**config.mk**
```make
export PLATFORM = sky130hd
export DESIGN_NAME = alu_op_sequencer_flat
export DESIGN_NICKNAME = d
export VERILOG_FILES = /design/src/rtl/alu_op_sequencer_if.sv /design/src/rtl/alu_op_sequencer.sv /design/src/flat_wrapper.sv
export SDC_FILE = /design/constraint.sdc
export NUM_CORES = 1
export LEC_CHECK = 0
export ABC_AREA = 1
export CAP_MARGIN = 0
export CORE_MARGIN = 2
export CORE_UTILIZATION = 44
export CTS_BUF_LIST = sky130_fd_sc_hd__clkbuf_8
export DETAILED_ROUTE_END_ITERATION = 8
export PLACE_DENSITY = 0.89
export SLEW_MARGIN = 20
export SYNTH_ARGS = -nofsm -noshare
export SYNTH_HDL_FRONTEND = slang
export SYNTH_SLANG_ARGS = --single-unit
```
**constraint.sdc**
```tcl
create_clock -name clk -period 4.8 [get_ports clk]
set_clock_uncertainty 0.15 [all_clocks]
set_input_delay 1.44 -clock clk [delete_from_list [all_inputs] [get_ports clk]]
set_output_delay 1.44 -clock clk [all_outputs]
set_load 0.02 [all_outputs]
```
**src/rtl/alu_op_sequencer_if.sv**
```systemverilog
// Command, response and ALU-pin bundle for the ALU operation sequencer.
// The slave side is the sequencer; the master side issues commands and hosts the ALU.
interface alu_op_sequencer_if;
   logic        cmd_valid;
   logic        cmd_ready;
   logic [2:0]  cmd_opcode;
   logic [7:0]  cmd_a;
   logic [7:0]  cmd_b;
   logic        cmd_use_acc;
   logic [7:0]  alu_a;
   logic [7:0]  alu_b;
   logic [2:0]  alu_opcode;
   logic        alu_ena;
   logic [15:0] alu_result;
   logic        rsp_valid;
   logic        rsp_ready;
   logic [15:0] rsp_result;
   logic        rsp_dbz;

   modport master (
      output cmd_valid, cmd_opcode, cmd_a, cmd_b, cmd_use_acc, alu_result, rsp_ready,
      input  cmd_ready, alu_a, alu_b, alu_opcode, alu_ena, rsp_valid, rsp_result, rsp_dbz
   );

   modport slave (
      input  cmd_valid, cmd_opcode, cmd_a, cmd_b, cmd_use_acc, alu_result, rsp_ready,
      output cmd_ready, alu_a, alu_b, alu_opcode, alu_ena, rsp_valid, rsp_result, rsp_dbz
   );
endinterface

```
**src/rtl/alu_op_sequencer.sv**
```systemverilog
// Sequencer in front of an 8-bit ALU: accepts one op, holds it for a per-class
// multicycle window, captures the 16-bit result and returns it with an accumulator.
module alu_op_sequencer #(
   parameter int unsigned MUL_WAIT = 1,
   parameter int unsigned DIV_WAIT = 3
) (
   input  logic                 clk,
   input  logic                 rst_n,
   input  logic                 ena,
   alu_op_sequencer_if.slave    bus,
   output logic [15:0]          acc,
   output logic                 busy
);

   typedef enum logic [1:0] {
      IDLE = 2'd0,
      EXEC = 2'd1,
      RESP = 2'd2
   } state_t;

   localparam logic [2:0] MUL_W = 3'(MUL_WAIT);
   localparam logic [2:0] DIV_W = 3'(DIV_WAIT);

   state_t     state_r;
   logic [2:0] cnt_r;

   function automatic logic is_div(input logic [2:0] op);
      return (op == 3'd3) || (op == 3'd4);
   endfunction

   function automatic logic [2:0] wait_for(input logic [2:0] op);
      logic [2:0] w;
      case (op)
         3'd2:    w = MUL_W;
         3'd3:    w = DIV_W;
         3'd4:    w = DIV_W;
         default: w = 3'd0;
      endcase
      return w;
   endfunction

   assign bus.cmd_ready = rst_n & ena & (state_r == IDLE);
   assign busy          = (state_r != IDLE);

   // Sequencer FSM; ALU pins are registered so they read zero outside EXEC.
   always_ff @(posedge clk) begin
      if (!rst_n) begin
         state_r        <= IDLE;
         cnt_r          <= 3'd0;
         bus.alu_a      <= 8'd0;
         bus.alu_b      <= 8'd0;
         bus.alu_opcode <= 3'd0;
         bus.alu_ena    <= 1'b0;
         bus.rsp_valid  <= 1'b0;
         bus.rsp_result <= 16'd0;
         bus.rsp_dbz    <= 1'b0;
         acc            <= 16'd0;
      end else if (ena) begin
         case (state_r)
            IDLE: begin
               if (bus.cmd_valid) begin
                  bus.alu_a      <= bus.cmd_use_acc ? acc[7:0] : bus.cmd_a;
                  bus.alu_b      <= bus.cmd_b;
                  bus.alu_opcode <= bus.cmd_opcode;
                  bus.alu_ena    <= 1'b1;
                  cnt_r          <= wait_for(bus.cmd_opcode);
                  state_r        <= EXEC;
               end
            end
            EXEC: begin
               if (cnt_r == 3'd0) begin
                  bus.rsp_result <= bus.alu_result;
                  bus.rsp_dbz    <= is_div(bus.alu_opcode) && (bus.alu_b == 8'd0);
                  // Compares (101..111) produce flags, not values worth chaining.
                  if (bus.alu_opcode <= 3'd4) begin
                     acc <= bus.alu_result;
                  end
                  bus.alu_a      <= 8'd0;
                  bus.alu_b      <= 8'd0;
                  bus.alu_opcode <= 3'd0;
                  bus.alu_ena    <= 1'b0;
                  bus.rsp_valid  <= 1'b1;
                  state_r        <= RESP;
               end else begin
                  cnt_r <= cnt_r - 3'd1;
               end
            end
            RESP: begin
               if (bus.rsp_ready) begin
                  bus.rsp_valid <= 1'b0;
                  state_r       <= IDLE;
               end
            end
            default: begin
               state_r <= IDLE;
            end
         endcase
      end
   end

endmodule
```
**src/flat_wrapper.sv**
```systemverilog
// flat-port wrapper written by rule: the top's interface ports become plain ports
module alu_op_sequencer_flat 
#(
   parameter int unsigned MUL_WAIT = 1,
   parameter int unsigned DIV_WAIT = 3
)
  (clk, rst_n, ena, acc, busy, bus_cmd_valid, bus_cmd_opcode, bus_cmd_a, bus_cmd_b, bus_cmd_use_acc, bus_alu_result, bus_rsp_ready, bus_cmd_ready, bus_alu_a, bus_alu_b, bus_alu_opcode, bus_alu_ena, bus_rsp_valid, bus_rsp_result, bus_rsp_dbz);
  alu_op_sequencer_if bus_i ();
  input  logic clk;
  input  logic rst_n;
  input  logic ena;
  output logic [15:0] acc;
  output logic busy;
  input wire logic [$bits(bus_i.cmd_valid)-1:0] bus_cmd_valid;
  input wire logic [$bits(bus_i.cmd_opcode)-1:0] bus_cmd_opcode;
  input wire logic [$bits(bus_i.cmd_a)-1:0] bus_cmd_a;
  input wire logic [$bits(bus_i.cmd_b)-1:0] bus_cmd_b;
  input wire logic [$bits(bus_i.cmd_use_acc)-1:0] bus_cmd_use_acc;
  input wire logic [$bits(bus_i.alu_result)-1:0] bus_alu_result;
  input wire logic [$bits(bus_i.rsp_ready)-1:0] bus_rsp_ready;
  output wire logic [$bits(bus_i.cmd_ready)-1:0] bus_cmd_ready;
  output wire logic [$bits(bus_i.alu_a)-1:0] bus_alu_a;
  output wire logic [$bits(bus_i.alu_b)-1:0] bus_alu_b;
  output wire logic [$bits(bus_i.alu_opcode)-1:0] bus_alu_opcode;
  output wire logic [$bits(bus_i.alu_ena)-1:0] bus_alu_ena;
  output wire logic [$bits(bus_i.rsp_valid)-1:0] bus_rsp_valid;
  output wire logic [$bits(bus_i.rsp_result)-1:0] bus_rsp_result;
  output wire logic [$bits(bus_i.rsp_dbz)-1:0] bus_rsp_dbz;
  assign bus_i.cmd_valid = bus_cmd_valid;
  assign bus_i.cmd_opcode = bus_cmd_opcode;
  assign bus_i.cmd_a = bus_cmd_a;
  assign bus_i.cmd_b = bus_cmd_b;
  assign bus_i.cmd_use_acc = bus_cmd_use_acc;
  assign bus_i.alu_result = bus_alu_result;
  assign bus_i.rsp_ready = bus_rsp_ready;
  assign bus_cmd_ready = bus_i.cmd_ready;
  assign bus_alu_a = bus_i.alu_a;
  assign bus_alu_b = bus_i.alu_b;
  assign bus_alu_opcode = bus_i.alu_opcode;
  assign bus_alu_ena = bus_i.alu_ena;
  assign bus_rsp_valid = bus_i.rsp_valid;
  assign bus_rsp_result = bus_i.rsp_result;
  assign bus_rsp_dbz = bus_i.rsp_dbz;
  alu_op_sequencer #(.MUL_WAIT(MUL_WAIT), .DIV_WAIT(DIV_WAIT)) u_core (.clk(clk), .rst_n(rst_n), .ena(ena), .bus(bus_i), .acc(acc), .busy(busy));
endmodule
```
==> metrics.cfg, run 1 <==
[outcome]
run_status=complete, no violations

[synth]
seq_area_frac_synth_pct=48.7
syn_area_per_cell_sq_um=7.30
ys_warn_count=0
ys_types=24
yosys_register_bits=59
netlist_area_sq_mm=0.00242
synthCells=332
synth_nets=375

[place]
gp_congestion=0.772
place_hpwl_mm=4.43
portBuffers=96

[global_routing]
grt.overflow.total=0
grt_pass1_vias=2291
grt_max_degree=32
antenna_found_initial=0
grt_pass1_wl_mm=10.5
grtUsageTotal_pct=22.0

[sta]
final_hold_viol_count=0
relSlewSlack_pct=53.1
tns_ns=0
max_freq_mhz=226
period_needed_ns=4.42
hold_ws_ns=0.315
rsz0062_at_grt=no
finalMaxSlewViolations=0
timing.final.crit_share_pct=92.1
setup_viol=0
worstMarginPinSlew_ns=0.703

[critical_path]
startpoint_type=input pin
cp_cell_sequence=clkdlybuf4s50_1 -> nand2_1 -> nor3_1 -> clkdlybuf4s50_1
critical_path.top_delay_family=buffers and inverters
critical_path_class=input pin to output pin
crit_top_cell=clkdlybuf4s50_1
reg2regPathDepth=9
worst-endpoint-required_ns=3.21
cp_max_fo=4
rr_endpoint=u_core.acc[8]
path_buf_inv=2
rrSetupSlack_ns=2.49
worst_ep_arrival_time_ns=2.83
worst_path_largest_cell_delay_ns=0.63
end_kind=output pin
r2r_start=u_core.cnt_r[0]
critPathSlowestCell=clkdlybuf4s50_1

[clock_network]
clk_pin_slew_ns=0.06
cts_root_buffer=clkbuf_8
clock_sinks=59
htree_levels=3
cts_buffers=9
cts_tree=yes
ctsResizeCount=0
holdBufCountCts=0
clk_latency_ns=0.33
cts_setup_buffers=0
cts_buffer_depth=2

[route]
ant_nets=0
drt-total-wl_mm=6.39
drt_pre_antenna_iters=4
dr.first_iter.drc_count=114
drc=0
viasPerCell=4.91
drt-wirelength-per-cell_um=12.8
vias=2455

[floorplanning]
die_w_um=78.2
io_pins=97
core_area_sq_mm=0.00541
initial_core_util_pct=44.9
dieArea_sq_mm=0.00612
die_h_um=78.2
row_count=27

[power]
pwr_density_cell_mw_per_mm2=340
swShare_pct=29.4
pwr-share-clk_pct=32.9
ir_worst_vdd_v=0.000214
p_leak_nw=1.38
pwr-share-comb_pct=22.1
p_sw_mw=0.357
power_mw=1.21
intPower_mw=0.856
seq_power_share_pct=45.1

[worst_hold_path]
min_from=u_core.bus.alu_a[2]
min_path_cells=2
hold_path_class=flop to flop
min_to=u_core.bus.alu_a[2]

[cells_and_area]
antenna_cells=0
syn2layout_area_growth_pct=47.1
nets=467
drive_above_1_share_pct=6.31

[job]
cap_violations=0

## stage by stage
step	setup slack, ns	instance area (sq um)	util, %	cells
final	0.379	3570	66.0	500
after global routing	0.304	3570	66.0	500
after CTS	0.373	3570	66.0	500
after detailed placement	0.363	3390	62.7	485
after global placement	0.408	3390	62.7	485
after floorplan	1.22	2420	-	332
## flip-flops by register name, indices dropped and copies added (netlist names)
register               count
u_core.bus.alu_b           8
u_core.bus.alu_opcode      3
u_core.acc                16
u_core.bus.rsp_dbz         1
u_core.bus.rsp_valid       1
u_core.state_r             2
u_core.bus.alu_ena         1
u_core.bus.rsp_result     16
u_core.cnt_r               3
u_core.bus.alu_a           8
## layout make-up
cell class                 instances  area [sq um]
sequential                        59          1180
tap                               72          90.1
clock buffer                      11           151
clock inverter                     4          26.3
fill                             476          1840
inverter                          22          86.3
timing repair buffer              99           983
multi-input combinational        233          1050
## routing by layer
| metal | vias to the layer above | share of wire [%] | track usage, % |
|---|---|---|---|
| li1 | 1252 | - | - |
| met1 | 1121 | 43 | 26.5 |
| met2 | 74 | 50 | 37.0 |
| met3 | 8 | 5.9 | 5.17 |
| met4 | 0 | 1.3 | 10.4 |
| met5 | - | 0 | 0 |
## kinds of logic (layout without fill, tap and decap cells)
logic type,after synthesis,count (layout),share of synthesized area [%]
compound gates,72,72,15.1
fa+ha+maj,2,2,1.03
buf+inv,40,136,8.05
flops,59,59,48.7
simple gates,159,159,27.1
## synthesized netlist by cell type
| library cell | number | area, sq um |
|---|---|---|
| o21bai_1 | 1 | 7.51 |
| inv_4 | 1 | 6.26 |
| nor2_4 | 1 | 11.3 |
| clkbuf_1 | 9 | 33.8 |
| ha_1 | 2 | 25.0 |
| buf_2 | 3 | 15.0 |
| nand2_2 | 1 | 6.26 |
| nor3_1 | 1 | 5.00 |
| o21ai_0 | 27 | 135 |
| nand3_1 | 26 | 130 |
| buf_4 | 2 | 15.0 |
| a21oi_1 | 34 | 170 |
| a21oi_2 | 1 | 8.76 |
| buf_6 | 4 | 45.0 |
| inv_1 | 19 | 71.3 |
| nor2_2 | 2 | 12.5 |
| dfxtp_1 | 59 | 1180 |
| inv_2 | 1 | 3.75 |
| nor2_1 | 62 | 233 |
| nand3b_1 | 1 | 7.51 |
| nand2_1 | 64 | 240 |
| o21ai_1 | 9 | 45.0 |
| nand2_4 | 1 | 11.3 |
| clkinv_2 | 1 | 5.00 |
## tightest hold or removal path, stage by stage (launching register included)
cell and delay (ns):
dfxtp_1 0.31, nand2_1 0.06, a21oi_1 0.05
## worst max path at each step
stage | start | to | slack [ns] | cells past startpoint
floorplan | rst_n | bus_cmd_ready | 1.22 | 2
global placement | ena | bus_cmd_ready | 0.41 | 4
detailed placement | ena | bus_cmd_ready | 0.36 | 4
CTS | ena | bus_cmd_ready | 0.37 | 4
global route | ena | bus_cmd_ready | 0.30 | 4
finish | ena | bus_cmd_ready | 0.38 | 4
## cells in the final DEF (no fill, tap or decap)
cell type,synthesis,final
clkdlybuf4s50_1,0,96
clkinvlp_4,0,1
dfxtp_1,59,59
nand2_2,1,1
inv_2,1,1
o21ai_0,27,27
nor2_4,1,1
clkinv_4,0,1
nor3_1,1,1
clkinv_2,1,3
nor2_1,62,62
o21ai_1,9,9
a21oi_2,1,1
inv_1,19,19
inv_4,1,1
nand2_1,64,64
clkbuf_8,0,11
nand3_1,26,26
nand2_4,1,1
o21bai_1,1,1
ha_1,2,2
a21oi_1,34,34
nor2_2,2,2
nand3b_1,1,1
buf_4,2,3
## power groups by stage
stage	sequential, mW	clock (mW)	combinational [mW]
5_1_grt	0.550	0.431	0.292
6_report	0.546	0.398	0.267
3_5_place_dp	0.557	0	0.267
2_1_floorplan	0.589	0	0.117
3_3_place_gp	0.556	0	0.261
4_1_cts	0.546	0.407	0.269
(Power assumes the default switching activity.)
==> run 2, diff against run 1 <==
PLACE_DENSITY = unset   (was 0.89)
PLACE_DENSITY_LB_ADDON = 0.08   (was unset)
==> metrics.cfg, run 2 (synthesis results as in run 1) <==
[outcome]
run_status=complete, no violations

[critical_path]
reg2regPathDepth=9
startpoint_type=input pin
crit_top_cell=clkdlybuf4s50_1
worst_path_largest_cell_delay_ns=0.63
rr_endpoint=u_core.acc[1]
worst-endpoint-required_ns=3.21
cp_cell_sequence=clkdlybuf4s50_1 -> nand2_1 -> nor3_1 -> clkdlybuf4s50_1
critPathSlowestCell=clkdlybuf4s50_1
r2r_start=u_core.cnt_r[0]
worst_ep_arrival_time_ns=2.83
rrSetupSlack_ns=2.48
cp_max_fo=4
critical_path_class=input pin to output pin
end_kind=output pin

[cells_and_area]
drive_above_1_share_pct=6.53
final_cell_mix=clkdlybuf4s50_1 (96), nand2_1 (64), nor2_1 (62)
syn2layout_area_growth_pct=48.6
top_regs=u_core.acc x16, u_core.bus.rsp_result x16
final_common_cell=clkdlybuf4s50_1
stdcell_count=501
fin_util_pct=66.6
antenna_cells=0
nets=467

[worst_hold_path]
hold_path_class=flop to flop
min_to=u_core.bus.alu_a[1]
min_from=u_core.bus.alu_a[1]
min_path_cells=2

[route]
drc=0
viasPerCell=4.75
dr.first_iter.drc_count=87
drt-total-wl_mm=6.30
drt-wirelength-per-cell_um=12.6
drt_pre_antenna_iters=4
ant_nets=0
vias=2382

[sta]
rsz0062_at_grt=no
finalMaxSlewViolations=0
max_freq_mhz=226
period_needed_ns=4.42
setup_viol=0
worstMarginPinSlew_ns=0.683
relSlewSlack_pct=54.4
fin_ws_ns=0.383
tns_ns=0
final_hold_viol_count=0
timing.final.crit_share_pct=92.0

[clock_network]
cts_tree=yes
cts_buffers=9
ctsResizeCount=0
holdBufCountCts=0
clock_sinks=59
cts_setup_buffers=0
cts_root_buffer=clkbuf_8
htree_levels=3
clk_pin_slew_ns=0.07
clk_latency_ns=0.32
cts_buffer_depth=2

[place]
portBuffers=96
place_ws_ns=0.380
gp_congestion=0.783
place_hpwl_mm=4.29
placedCellCount=485

[power]
ir_worst_vdd_v=0.000191
pwr_density_cell_mw_per_mm2=356
p_leak_nw=1.40

[floorplanning]
initial_core_util_pct=44.9
die_h_um=78.2
io_pins=97
core_area_sq_mm=0.00541
dieArea_sq_mm=0.00612
die_w_um=78.2
row_count=27

[global_routing]
grt_pass1_vias=2301
grt.overflow.total=0
antenna_found_initial=0
grt_pass1_wl_mm=10.5
grt_max_degree=32
grtUsageTotal_pct=21.8

[job]
cap_violations=0

run 2: final cells by class:
type / instances / area [sq um]
Timing Repair Buffer: 99 / 983
Sequential cell: 59 / 1180
Clock inverter: 4 / 47.5
Clock buffer: 12 / 165
Inverter: 22 / 86.3
Multi-Input combinational cell: 233 / 1050
Tap cell: 72 / 90.1
Fill cell: 514 / 1800
run 2: metrics by stage:
stage / hold slack, ns / instance area [sq um] / power (mW)
finish: 0.311 / 3600 / 1.28
detailed placement: 0.303 / 3390 / 0.823
floorplan: 0.342 / 2420 / 0.706
CTS: 0.314 / 3600 / 1.29
global placement: 0.298 / 3390 / 0.819
global route: 0.329 / 3600 / 1.35
run 2: how the worst max path moves through the flow:
stage,cells past startpoint,end,start,slack (ns)
after floorplan,2,bus_cmd_ready,rst_n,1.22
after global routing,4,bus_cmd_ready,ena,0.32
final,4,bus_cmd_ready,ena,0.38
after detailed placement,4,bus_cmd_ready,ena,0.38
after CTS,4,bus_cmd_ready,ena,0.37
after global placement,4,bus_cmd_ready,ena,0.41
run 2: report_power, final:
part | total, mW | switching (mW) | internal (mW) | leakage, nW
Clock | 0.470 | 0.189 | 0.280 | 0.108
Combinational | 0.266 | 0.145 | 0.121 | 0.810
Sequential | 0.546 | 0.0222 | 0.523 | 0.480
run 2: worst max-delay path, delay by kind of cell:
kind | cells | cell delay, ns
buffers and inverters | 2 | 1.15
AND/OR/NAND/NOR | 2 | 0.23
run 2: per-layer routing:
layer  up-vias  routed length (um)  GRT usage, %
li1       1255                   -             -
met1      1062                2880          27.5
met2        60                3000          35.9
met3         5                 366          6.32
met4         0                  61          7.37
met5         -                   0             0
==> run 3, diff against run 2 <==
HOLD_SLACK_MARGIN = 0.03   (was unset)
==> results of run 3 <==
No change in the layout: final DEF, timing and power equal those of run 2.
==> RTL edit 1 (flow settings as in run 1) <==
Encoding of `state_t`: now one-hot (3 bits for 3 states).
--- a/src/rtl/alu_op_sequencer.sv
+++ b/src/rtl/alu_op_sequencer.sv
@@ -13,8 +13,8 @@
 );
 
-   typedef enum logic [1:0] {
-      IDLE = 2'd0,
-      EXEC = 2'd1,
-      RESP = 2'd2
+   typedef enum logic [2:0] {
+      IDLE = 3'b001,
+      EXEC = 3'b010,
+      RESP = 3'b100
    } state_t;
 
Behaviour: no difference found for any inputs over 4 cycles, from zero or initial values and one cycle with rst_n low; so few cycles prove little.
==> RTL edit 1 against run 1 <==
Fmax shrank 0.15%; non-clock buffer count unchanged; die area grew 10%; total power shrank 4.2%; sequential cell count increased by 1; setup slack worse by 0.0065 ns; routed wire length increased by 11%; sequential share of layout area down 1.6 points; area after synthesis up 11%; cell area grew 6.9%.
==> RTL edit 1: results (changes against run 1) <==
Power
  – Lkg Pwr: 0.00161 uW (+17%)
  – Sw frac: 27.7% (-1.7 points)
  – Max VDD drop: 237 uV (+11%)

Global route
  – Total Routing Usage GR: 21.7% (-0.24 points)
  – Pin count of the biggest net entering global routing: 31 (-3.1%)
  – First-pass GRT wire length: 11200 um (+6.8%)
  – Met1 usage: 26.6% (+0.13 points)
  – Vias in the first global route: 2471 (+7.9%)
  – GRT met2 Usage: 34.9% (-2.1 points)

Placed design
  – Detailed Place HPWL: 4850 um (+9.4%)
  – RD Place Congestion: 0.836 (+8.3%)
  – Placed standard-cell area: 3630 sq um (+7.2%)
  – Pre-CTS setup slack: 0.381 ns (+0.0182 ns)
  – Cells after DPL: 544 (+12%)

Logic synthesis
  – Register area share after synthesis: 44.7% (-4.1 points)
  – Mapped Nets: 434 (+16%)
  – Syn_area_per_cell: 6.88 sq um (-5.8%)
  – Area contributors post-synth: dfxtp_1, nand2_1, nor2_1
  – Adder-cell share of the synthesized area: 0.930% (-0.10 points)
  – Mux share of post-synthesis cell area: 0% (unchanged)
  – Synth cell count leaders: nand2_1, nor2_1, dfxtp_1, inv_1, o21ai_0
  – Seq cells post-synth: 60 (+1.7%)

Detailed routing
  – DR WL/cell: 12.6 um (-1.2%)
  – WL met3: 710 um (+90%)
  – Wl on met1: 3060 um (+11%)
  – Metal2 WL: 3190 um (+0.92%)
  – Vias per cell: 4.91 (about the same)
  – DRT iter0 DRCs: 232 (+100%)

Cells and area
  – Finished Layout Cells: 560 (+12%)
  – Final #Nets: 523 (+12%)
  – Share of cells above drive strength 1: 5.77% (-0.54 points)

Status
  – Status: complete, no violations

Critical path
  – CP max FO: 3 (-1)
  – FF-to-FF path depth: 5 (-4)
  – FF-to-FF setup slack: 2.18 ns (-0.31 ns)
  – Worst reg2reg path endpoint: u_core.bus.alu_a[3]$_SDFFE_PN0P_

STA
  – Hold_ws: 0.311 ns (-0.00425 ns)
  – Max Fclk: 0.226 GHz (-0.15%)
  – Slew @ Worst Pin: 0.712 ns (+0.00867 ns)

Min path
  – Hold depth: 2 (unchanged)
  – Min-delay src: u_core.bus.rsp_result[13]$_SDFFE_PN0P_
RTL edit 1: power by group through the flow:
stage,logic [uW],registers [uW],clock network [uW]
6_report,219,535,408
5_1_grt,243,537,437
4_1_cts,219,535,416
3_5_place_dp,218,546,0
3_3_place_gp,214,545,0
2_1_floorplan,113,561,0
RTL edit 1: area by class of cell:
cell class                 instances  area (sq um)  area share, %
clock buffer                      12           165           4.33
clock inverter                     4          16.3          0.426
inverter                          43           164           4.30
multi-input combinational        267          1190           31.2
sequential                        60          1200           31.5
tap                               75          93.8           2.46
timing repair buffer              99           983           25.8
RTL edit 1: logic make-up after synthesis:
family	Yosys count
buffers and inverters	64
adders and majority gates	2
AOI/OAI and AO/OA	69
and+or+nand+nor	196
DFF	60
RTL edit 1: worst reg2reg max path, cell delays in order, from the launching register on:
cell and delay [ns]:
dfxtp_1 0.49, nand3_4 0.33, nand2_1 0.66, nand2_1 0.59
nand2_1 0.20, a21oi_1 0.08
==> RTL edit 2 (flow settings as in run 1) <==
Without the edit above. Make the reset (`rst_n`) asynchronous in one clocked block.
--- a/src/rtl/alu_op_sequencer.sv
+++ b/src/rtl/alu_op_sequencer.sv
@@ -44,5 +44,5 @@
 
    // Sequencer FSM; ALU pins are registered so they read zero outside EXEC.
-   always_ff @(posedge clk) begin
+   always_ff @(posedge clk or negedge rst_n) begin
       if (!rst_n) begin
          state_r        <= IDLE;
Check against the original RTL: differs if rst_n is asserted again (counterexample within 4 cycles, from zero or initial values and one cycle with rst_n low); with rst_n held inactive, the same outputs for 10 cycles.
==> RTL edit 2 against run 1 <==
Cell count rose by 2.8%; utilization fell by 0.39 points; non-clock buffer count did not move; sequential cell count did not move; synthesized cell count rose by 1.2%; setup slack improved by 0.016 ns; area after synthesis rose by 9.8%; routed wire length rose by 12%; cell area rose by 8.2%; highest routed layer unchanged.
Power is not compared: it rests on default switching activity, and its combinational part moved more than twofold at a synthesized area within 25%.
==> RTL edit 2: results (changes against run 1) <==
Min path
  – Hold depth: 2 (unchanged)
  – Hold endpoint: u_core.bus.alu_a[6]$_DFFE_PN0P_
  – Min-delay src: u_core.bus.alu_a[6]$_DFFE_PN0P_

Global route
  – Initial antenna violation count: 0 (unchanged)
  – Pin count of the biggest net entering global routing: 60 (+88%)
  – Total Routing Usage GR: 22.8% (+0.86 points)
  – Vias in the first global route: 2452 (+7.0%)
  – First-pass GRT wire length: 11500 um (+9.6%)

Detailed routing
  – DRT iter0 DRCs: 166 (+46%)
  – DR vias: 2494 (+1.6%)
  – Detailed Routing Iterations Pass 1: 4 (unchanged)
  – Detailed Route WL: 7130 um (+12%)

Critical path
  – Worst Setup EP: bus_cmd_ready
  – Worst reg2reg path endpoint: u_core.acc[3]$_DFFE_PN0P_
  – FF-to-FF path depth: 9 (unchanged)
  – CP peak stage delay: 0.61 ns (-0.02 ns)
  – CP max FO: 7 (+3)
  – R2R Path Start: u_core.cnt_r[0]$_DFFE_PN0P_
  – FF-to-FF setup slack: 2.50 ns
  – Worst EP arrival: 2.81 ns (-0.02 ns)

Clock network
  – H-Tree Depth: 3 (unchanged)
  – CTS buffer count: 9 (unchanged)
  – Worst skew pair latency: 0.32 ns
  – Clk buf depth: 2 (unchanged)
  – Clock Pin Slew Worst Setup and Hold Paths: 0.06 ns (about the same)
  – Post-cts resize count: 0 (unchanged)

Cells and area
  – Share of cells above drive strength 1: 6.15% (-0.16 points)
  – Final #Nets: 477 (+2.1%)
  – Finished Layout Cells: 514 (+2.8%)
  – Largest regs: u_core.acc x16, u_core.bus.rsp_result x16

Status
  – Status: complete, no violations

Logic synthesis
  – Synth async-reset ratio: 100% (+100 points)
  – Mapped Nets: 379 (+1.1%)
  – Post-synth top area cell: dfrtp_1
  – Yosys warns: 0 (unchanged)
  – Netlist cell types: 22 (-8.3%)
  – Syn_area_per_cell: 7.92 sq um (+8.5%)
  – Area contributors post-synth: dfrtp_1, nand2_1, nand3_1
  – Synth cell count leaders: nand2_1, dfrtp_1, inv_1, nand3_1, nor2_1
  – Number of synthesized flops with an enable pin: 0 (unchanged)
  – Register area share after synthesis: 55.5% (+6.7 points)

Placed design
  – Detailed Place HPWL: 5130 um (+16%)
  – Pre-CTS setup slack: 0.405 ns (+0.0419 ns)
  – Cells after DPL: 498 (+2.7%)
  – RD Place Congestion: 0.872 (+13%)

STA
  – Hold_ws: 0.321 ns (+0.00618 ns)
  – Slew @ Worst Pin: 0.825 ns (+0.122 ns)
  – Final Worst Setup Slack: 0.396 ns (+0.0164 ns)
  – Final setup violation count: 0 (unchanged)

Power
  – Max VDD drop: 317 uV
==> RTL edit 2: cell count changes in the layout (fill, tap and decap cells not counted), sizes merged, moves of 2 or more <==
cell	before	now
a21oi	35	0
dfrtp	0	59
dfxtp	59	0
inv	21	25
nand2	66	181
nand3	26	22
nand4	0	2
nor2	65	19
o21ai	36	11
==> RTL edit 2: cell families (layout without fill, tap and decap cells) <==
family	count (synthesis)	in the layout	synth area share, %
and+or+nand+nor	225	225	34.3
DFF	59	59	55.5
buffers and inverters	36	139	6.39
AOI/OAI and AO/OA	13	13	2.63
adders and majority gates	2	2	0.940
xor gates and xnor gates	1	1	0.329
==> RTL edit 2: power by group through the flow <==
stage                     Clock, uW  Sequential, uW  Combinational, uW
after CTS                       461             888               1320
after global placement            0             883               1270
after detailed placement          0             892               1310
final                           451             890               1300
after global routing            486             918               1420
after floorplan                   0            1120                475
==> RTL edit 2: layout make-up <==
cell class | instances | area, sq um
Clock inverter | 5 | 52.6
Fill cell | 490 | 2020
Multi-Input combinational cell | 241 | 1020
Sequential cell | 59 | 1480
Tap cell | 75 | 93.8
Clock buffer | 11 | 151
Inverter | 24 | 92.6
Timing Repair Buffer | 99 | 978
==> RTL edit 2: metrics by stage <==
stage / instance area [sq um] / util [%]
finish: 3860 / 65.6
global route: 3860 / 65.6
CTS: 3860 / 65.6
detailed placement: 3660 / 62.1
global placement: 3660 / 62.1
floorplan: 2660 / -
==> RTL edit 2: metal layers <==
| layer | track usage, % | routed length, um | vias to the layer above |
|---|---|---|---|
| li1 | - | - | 1218 |
| met1 | 29.8 | 3050 | 1172 |
| met2 | 36.9 | 3500 | 88 |
| met3 | 3.96 | 369 | 16 |
| met4 | 10.8 | 201 | 0 |
| met5 | 0 | 0 | - |
